## src/rtl/arb_mux_pkg.sv

```systemverilog
// Shared constants and the rotating-priority search used by the arb_mux_rr block.
package arb_mux_pkg;

  localparam logic ARB_MODE_RR    = 1'b0;
  localparam logic ARB_MODE_FIXED = 1'b1;

  // Largest input count the search function supports.
  localparam int unsigned MaxIn = 64;

  typedef struct packed {
    logic       found;
    logic [5:0] idx;
  } rr_result_t;

  // First set bit of valid[n-1:0], scanning ptr, ptr+1, ... wrapping at n. Requires ptr < n.
  function automatic rr_result_t rr_first(input logic [MaxIn-1:0] valid,
                                          input int unsigned      ptr,
                                          input int unsigned      n);
    rr_result_t  res;
    logic [31:0] j;
    res = '0;
    for (int unsigned i = 0; i < MaxIn; i++) begin
      if (i < n) begin
        j = ptr + i;
        if (j >= n) j = j - n;
        if (!res.found && valid[j]) begin
          res.found = 1'b1;
          res.idx   = j[5:0];
        end
      end
    end
    return res;
  endfunction

endpackage

```

## src/rtl/arb_mux_rr_pick.sv

```systemverilog
// rr_pick: combinational rotating-priority encoder (valid vector + pointer -> grant index).
module rr_pick
  import arb_mux_pkg::*;
#(
  parameter int unsigned N_IN  = 8,
  parameter int unsigned SEL_W = $clog2(N_IN)
) (
  input  logic [N_IN-1:0]  in_valid,
  input  logic [SEL_W-1:0] rr_ptr,
  output logic [SEL_W-1:0] grant,
  output logic             found
);

  logic [MaxIn-1:0] valid_ext;
  rr_result_t       res;

  // Widen to the search width, scan from rr_ptr and narrow the index back down.
  always_comb begin
    valid_ext           = '0;
    valid_ext[N_IN-1:0] = in_valid;
    res                 = rr_first(valid_ext, 32'(rr_ptr), N_IN);
    grant               = res.idx[SEL_W-1:0];
    found               = res.found;
  end

endmodule

```

## src/rtl/arb_mux_rr.sv

```systemverilog
// arb_mux_rr: N_IN-way WIDTH-bit arbitrated mux with valid/ready handshakes and a
// single-entry registered output. Round-robin (mode=0) or fixed select (mode=1).
// Optional packet lock enabled by defining ARB_MUX_LOCK_EN (adds the in_last port).
module arb_mux_rr
  import arb_mux_pkg::*;
#(
  parameter int unsigned WIDTH = 32,
  parameter int unsigned N_IN  = 8,
  parameter int unsigned SEL_W = $clog2(N_IN)
) (
  input  logic                  clk,
  input  logic                  reset,
  input  logic                  mode,
  input  logic [SEL_W-1:0]      sel,
  input  logic [N_IN-1:0]       in_valid,
  input  logic [N_IN*WIDTH-1:0] in_data,
`ifdef ARB_MUX_LOCK_EN
  input  logic [N_IN-1:0]       in_last,
`endif
  output logic [N_IN-1:0]       in_ready,
  output logic                  out_valid,
  output logic [WIDTH-1:0]      out_data,
  output logic [SEL_W-1:0]      out_src,
  input  logic                  out_ready
);

  logic             out_valid_q;
  logic [WIDTH-1:0] out_data_q;
  logic [SEL_W-1:0] out_src_q;
  logic [SEL_W-1:0] rr_ptr_q, rr_ptr_d;
  logic [SEL_W-1:0] rr_grant, grant;
  logic             rr_found, has_grant, can_load, fire, advance;

`ifdef ARB_MUX_LOCK_EN
  typedef enum logic {StUnlocked, StLocked} lock_state_e;
  lock_state_e      state_q, state_d;
  logic [SEL_W-1:0] lock_src_q, lock_src_d;
`endif

  rr_pick #(
    .N_IN  (N_IN),
    .SEL_W (SEL_W)
  ) u_rr_pick (
    .in_valid (in_valid),
    .rr_ptr   (rr_ptr_q),
    .grant    (rr_grant),
    .found    (rr_found)
  );

  // Choose the grant: an open packet lock wins, otherwise round-robin or fixed select.
  always_comb begin
    grant     = '0;
    has_grant = 1'b0;
`ifdef ARB_MUX_LOCK_EN
    if (state_q == StLocked) begin
      grant     = lock_src_q;
      has_grant = in_valid[lock_src_q];
    end else begin
`else
    begin
`endif
      if (mode == ARB_MODE_RR) begin
        grant     = rr_grant;
        has_grant = rr_found;
      end else if (32'(sel) < N_IN) begin
        grant     = sel;
        has_grant = in_valid[sel];
      end
    end
  end

  // Handshake: one-hot ready toward the granted input whenever the output slot can take a beat.
  always_comb begin
    can_load = !out_valid_q || out_ready;
    fire     = can_load && has_grant && !reset;
    in_ready = '0;
    if (fire) in_ready[grant] = 1'b1;
    advance  = fire && (mode == ARB_MODE_RR);
`ifdef ARB_MUX_LOCK_EN
    // Pointer only moves when a packet closes.
    advance  = advance && in_last[grant];
`endif
    rr_ptr_d = (grant == SEL_W'(N_IN - 1)) ? '0 : grant + 1'b1;
  end

`ifdef ARB_MUX_LOCK_EN
  // Lock next-state: open on a non-last beat, close on the last beat of the locked source.
  always_comb begin
    state_d    = state_q;
    lock_src_d = lock_src_q;
    case (state_q)
      StUnlocked: begin
        if (fire && !in_last[grant]) begin
          state_d    = StLocked;
          lock_src_d = grant;
        end
      end
      StLocked: begin
        if (fire && in_last[grant]) state_d = StUnlocked;
      end
      default: state_d = StUnlocked;
    endcase
  end

  // Lock state register.
  always_ff @(posedge clk) begin
    if (reset) begin
      state_q    <= StUnlocked;
      lock_src_q <= '0;
    end else begin
      state_q    <= state_d;
      lock_src_q <= lock_src_d;
    end
  end
`endif

  // Output register and round-robin pointer; a held beat stays put until drained.
  always_ff @(posedge clk) begin
    if (reset) begin
      out_valid_q <= 1'b0;
      out_data_q  <= '0;
      out_src_q   <= '0;
      rr_ptr_q    <= '0;
    end else begin
      if (fire) begin
        out_valid_q <= 1'b1;
        out_data_q  <= in_data[grant*WIDTH +: WIDTH];
        out_src_q   <= grant;
      end else if (out_ready) begin
        out_valid_q <= 1'b0;
      end
      if (advance) rr_ptr_q <= rr_ptr_d;
    end
  end

  assign out_valid = out_valid_q;
  assign out_data  = out_data_q;
  assign out_src   = out_src_q;

endmodule

```

## config.mk

```make
export PLATFORM = sky130hd
export DESIGN_NAME = arb_mux_rr
export DESIGN_NICKNAME = d
export VERILOG_FILES = /design/src/rtl/arb_mux_pkg.sv /design/src/rtl/arb_mux_rr_pick.sv /design/src/rtl/arb_mux_rr.sv
export SDC_FILE = /design/constraint.sdc
export NUM_CORES = 1
export LEC_CHECK = 0
export CAP_MARGIN = 20
export CORE_AREA = 2 2 123 125
export DETAILED_ROUTE_END_ITERATION = 16
export DIE_AREA = 0 0 125 127
export PLACE_DENSITY = 0.7
export SETUP_SLACK_MARGIN = 0.02
export SLEW_MARGIN = 20
export SYNTH_ARGS = -nofsm -noshare
export SYNTH_HDL_FRONTEND = slang
export SYNTH_SLANG_ARGS = --single-unit
```

## constraint.sdc

```tcl
create_clock -name clk -period 6.54 [get_ports clk]
set_clock_uncertainty 0.2 [all_clocks]
set_input_delay 1.308 -clock clk [delete_from_list [all_inputs] [get_ports clk]]
set_output_delay 1.308 -clock clk [all_outputs]
set_load 0.02 [all_outputs]
```

==> reports/results.ini <==
[die]
die_area_um2 = 15900
num_rows = 44
core_area_um2 = 14400
io_pins = 315
die-height_um = 127
start_util_pct = 32.4
chipWidth_um = 125

[global_route]
grt_usage_pct = 24.1
grt_pass1_vias = 5507
grt_max_degree = 47
grt_overflow = 0
grt_pass1_wl_mm = 30.3
grt_antenna_before_repair = 0

[drt]
drt_iter0_markers = 289
firstDrtPassIters = 5
via_count = 5101
wl_per_cell_um = 20.7
ant_nets = 0
drc = 0
via_per_inst = 5.30
routed_wl_mm = 19.9

[clock_network]
clock_latency_ps = 290
clock_path_buffers = 2
cts_buffers = 5
path_clk_slew_ps = 70
htree_levels = 2
cts_tree = built
cts.sinks = 39
cts-root-buf = clkbuf_16

[synthesis]
ys_ff_latch = 39
synth_area_per_cell_um2 = 10.1
synth_nets = 739
yosys-top-cells-area = mux4_2 (19%), dfxtp_1 (17%), mux2i_1 (16%)
yosysTopAreaCell = mux4_2
synth_edf_count = 0
synth_area_um2 = 4680
syn_inst = 461
synth_commonest_cells = mux2i_1 (76), mux4_2 (40), dfxtp_1 (39), nand2_1 (39), inv_1 (22)
yosysUniqueCellTypes = 66
synth_most_common_cell = mux2i_1
async_reset_ff_share_pct = 0
synth_top_cell_area_share_pct = 19.3
ys_seq_area_share_pct = 16.7
yosysWarnings = 0
ys.flop_type = dfxtp_1

[power]
pwr-share-comb_pct = 67.0
power_switching_mw = 0.744
power_frac_seq_pct = 17.8
cellInternalPower_mw = 1.18
power_density_nw_per_um2 = 234
p_sw_share_pct = 38.7
p_leak_nw = 3.26
pwr-share-clk_pct = 15.1
irDropWorstVdd_uv = 189

[cells_and_area]
drive_above_1_share_pct = 15.6
num_antenna_cells = 0
area_delta_synth_final_pct = 75.7
nets = 1055

[worst_setup_path]
critical_path_required_ps = 5030
start_kind = input port
worst-path-max-fanout = 8
crit_type = input port to output port
crit_path_end_kind = output port
crit_arrival_ps = 4650

[sta]
relSlewSlack_pct = 47.1
min_period_ps = 6160
period_share_pct = 94.2
clock.fmax_ghz = 0.162
whs_ps = 269
worst_pin_slew_ps = 793
setup_viol_count_final = 0
maxSlewViolCount = 0
finalHoldViolCount = 0
rsz0062_at_grt = false
fin_setup_tns_ps = 0

[placed_design]
gp_congestion = 0.873
port_buffers = 314
hpwl_mm = 16.8

[worst_hold_path]
hold_class = flop to flop

[job]
cap_violations = 0

[outcome]
status = finished, final reports clean

-- path summary, 6_finish.rpt --
| path | from | endpoint | slack, ps | cells past startpoint |
|---|---|---|---|---|
| worst max register to register | rr_ptr_q[1]$_SDFFE_PP0P_ | out_data[2]$_SDFFE_PP0P_ | 1390 | 13 |
| worst min-delay path | out_src[2]$_SDFFE_PP0P_ | out_src[2]$_SDFFE_PP0P_ | 270 | 2 |
| worst min register to register | out_src[2]$_SDFFE_PP0P_ | out_src[2]$_SDFFE_PP0P_ | 270 | 2 |
| worst max-delay path | in_valid[6] | in_ready[1] | 380 | 12 |
-- kinds of logic after synthesis --
| kind of cell | synth area share [%] |
|---|---|
| and+or+nand+nor | 10.2 |
| AOI/OAI and AO/OA | 20.9 |
| adders and majority gates | 1.87 |
| muxes | 40.2 |
| DFF | 16.7 |
| xor gates and xnor gates | 1.28 |
| buffers and inverters | 8.75 |
-- power groups by stage --
stage,registers (mW),logic (mW),clock network [mW]
2_1_floorplan,0.423,0.783,0
3_3_place_gp,0.344,1.28,0
3_5_place_dp,0.348,1.29,0
4_1_cts,0.343,1.29,0.296
5_1_grt,0.351,1.38,0.307
6_report,0.343,1.29,0.291
-- state kept, by name (all words and copies together), names as in the netlist --
signal     cells
out_src        3
out_valid      1
rr_ptr_q       3
out_data      32
-- worst max-delay path, cell delays in order --
cell	delay, ps
clkdlybuf4s50_1	530
mux4_2	540
mux2_4	300
a211o_1	350
and2b_2	280
and4_1	270
o311ai_2	170
o21ai_4	240
buf_12	140
nand2b_1	110
nor2_1	140
dlymetal6s2s_1	270
-- cells in the final DEF, fill, tap and decap left out, types with 3 or more instances in the layout --
master | synthesis | layout
dlymetal6s2s_1 | 0 | 12
o211ai_2 | 7 | 7
nor2_1 | 18 | 18
mux4_2 | 40 | 40
o21ai_0 | 6 | 6
a211oi_1 | 3 | 3
o21ai_1 | 10 | 9
ha_1 | 7 | 7
a21oi_1 | 11 | 11
dfxtp_1 | 39 | 39
mux2i_1 | 76 | 76
nand2_1 | 39 | 39
nand2b_1 | 20 | 20
mux2_2 | 10 | 10
clkbuf_16 | 0 | 5
o221a_1 | 14 | 14
nand3b_1 | 3 | 3
a2bb2oi_1 | 16 | 16
o21ai_2 | 6 | 6
xnor2_1 | 4 | 4
buf_4 | 6 | 34
o22ai_1 | 3 | 3
inv_1 | 22 | 22
mux4_1 | 3 | 3
nand3_1 | 5 | 5
o211ai_1 | 13 | 13
clkdlybuf4s50_1 | 0 | 302
-- metrics by stage --
step                      instances  worst slack (ps)  util [%]  area (µm²)  power, mW
final                           962               378      57.0        8220       1.92
after global routing            962               274      57.0        8220       2.04
after CTS                       960              28.2      56.6        8160       1.93
after detailed placement        952              22.9      55.4        7990       1.64
after global placement          952              81.4      55.4        7990       1.63
after floorplan                 461               858         -        4680       1.21
-- final cells by class --
cell class	instances	area [µm²]
fillers	1312	6200
flip-flops and latches	39	781
multi-input cells	359	3500
well taps	184	230
repair buffers	349	3450
inverters	23	86.3
clock inverters	3	46.3
clock buffers	5	125
-- timing repair --
| item | CTS | global route |
|---|---|---|
| endpoints found under the setup margin | 0 | 8 |
| buffers inserted | 0 | 2 |
| hold buffers | 0 | 0 |
| resized for setup | 0 | 12 |
-- metal layers --
layer	part of all wire, %	track usage, %	vias up
li1	-	-	2427
met2	53	44.8	216
met4	2.2	5.49	0
met3	6.9	4.65	26
met5	0	0	-
met1	38	28.9	2432
(Power assumes the default switching activity.)
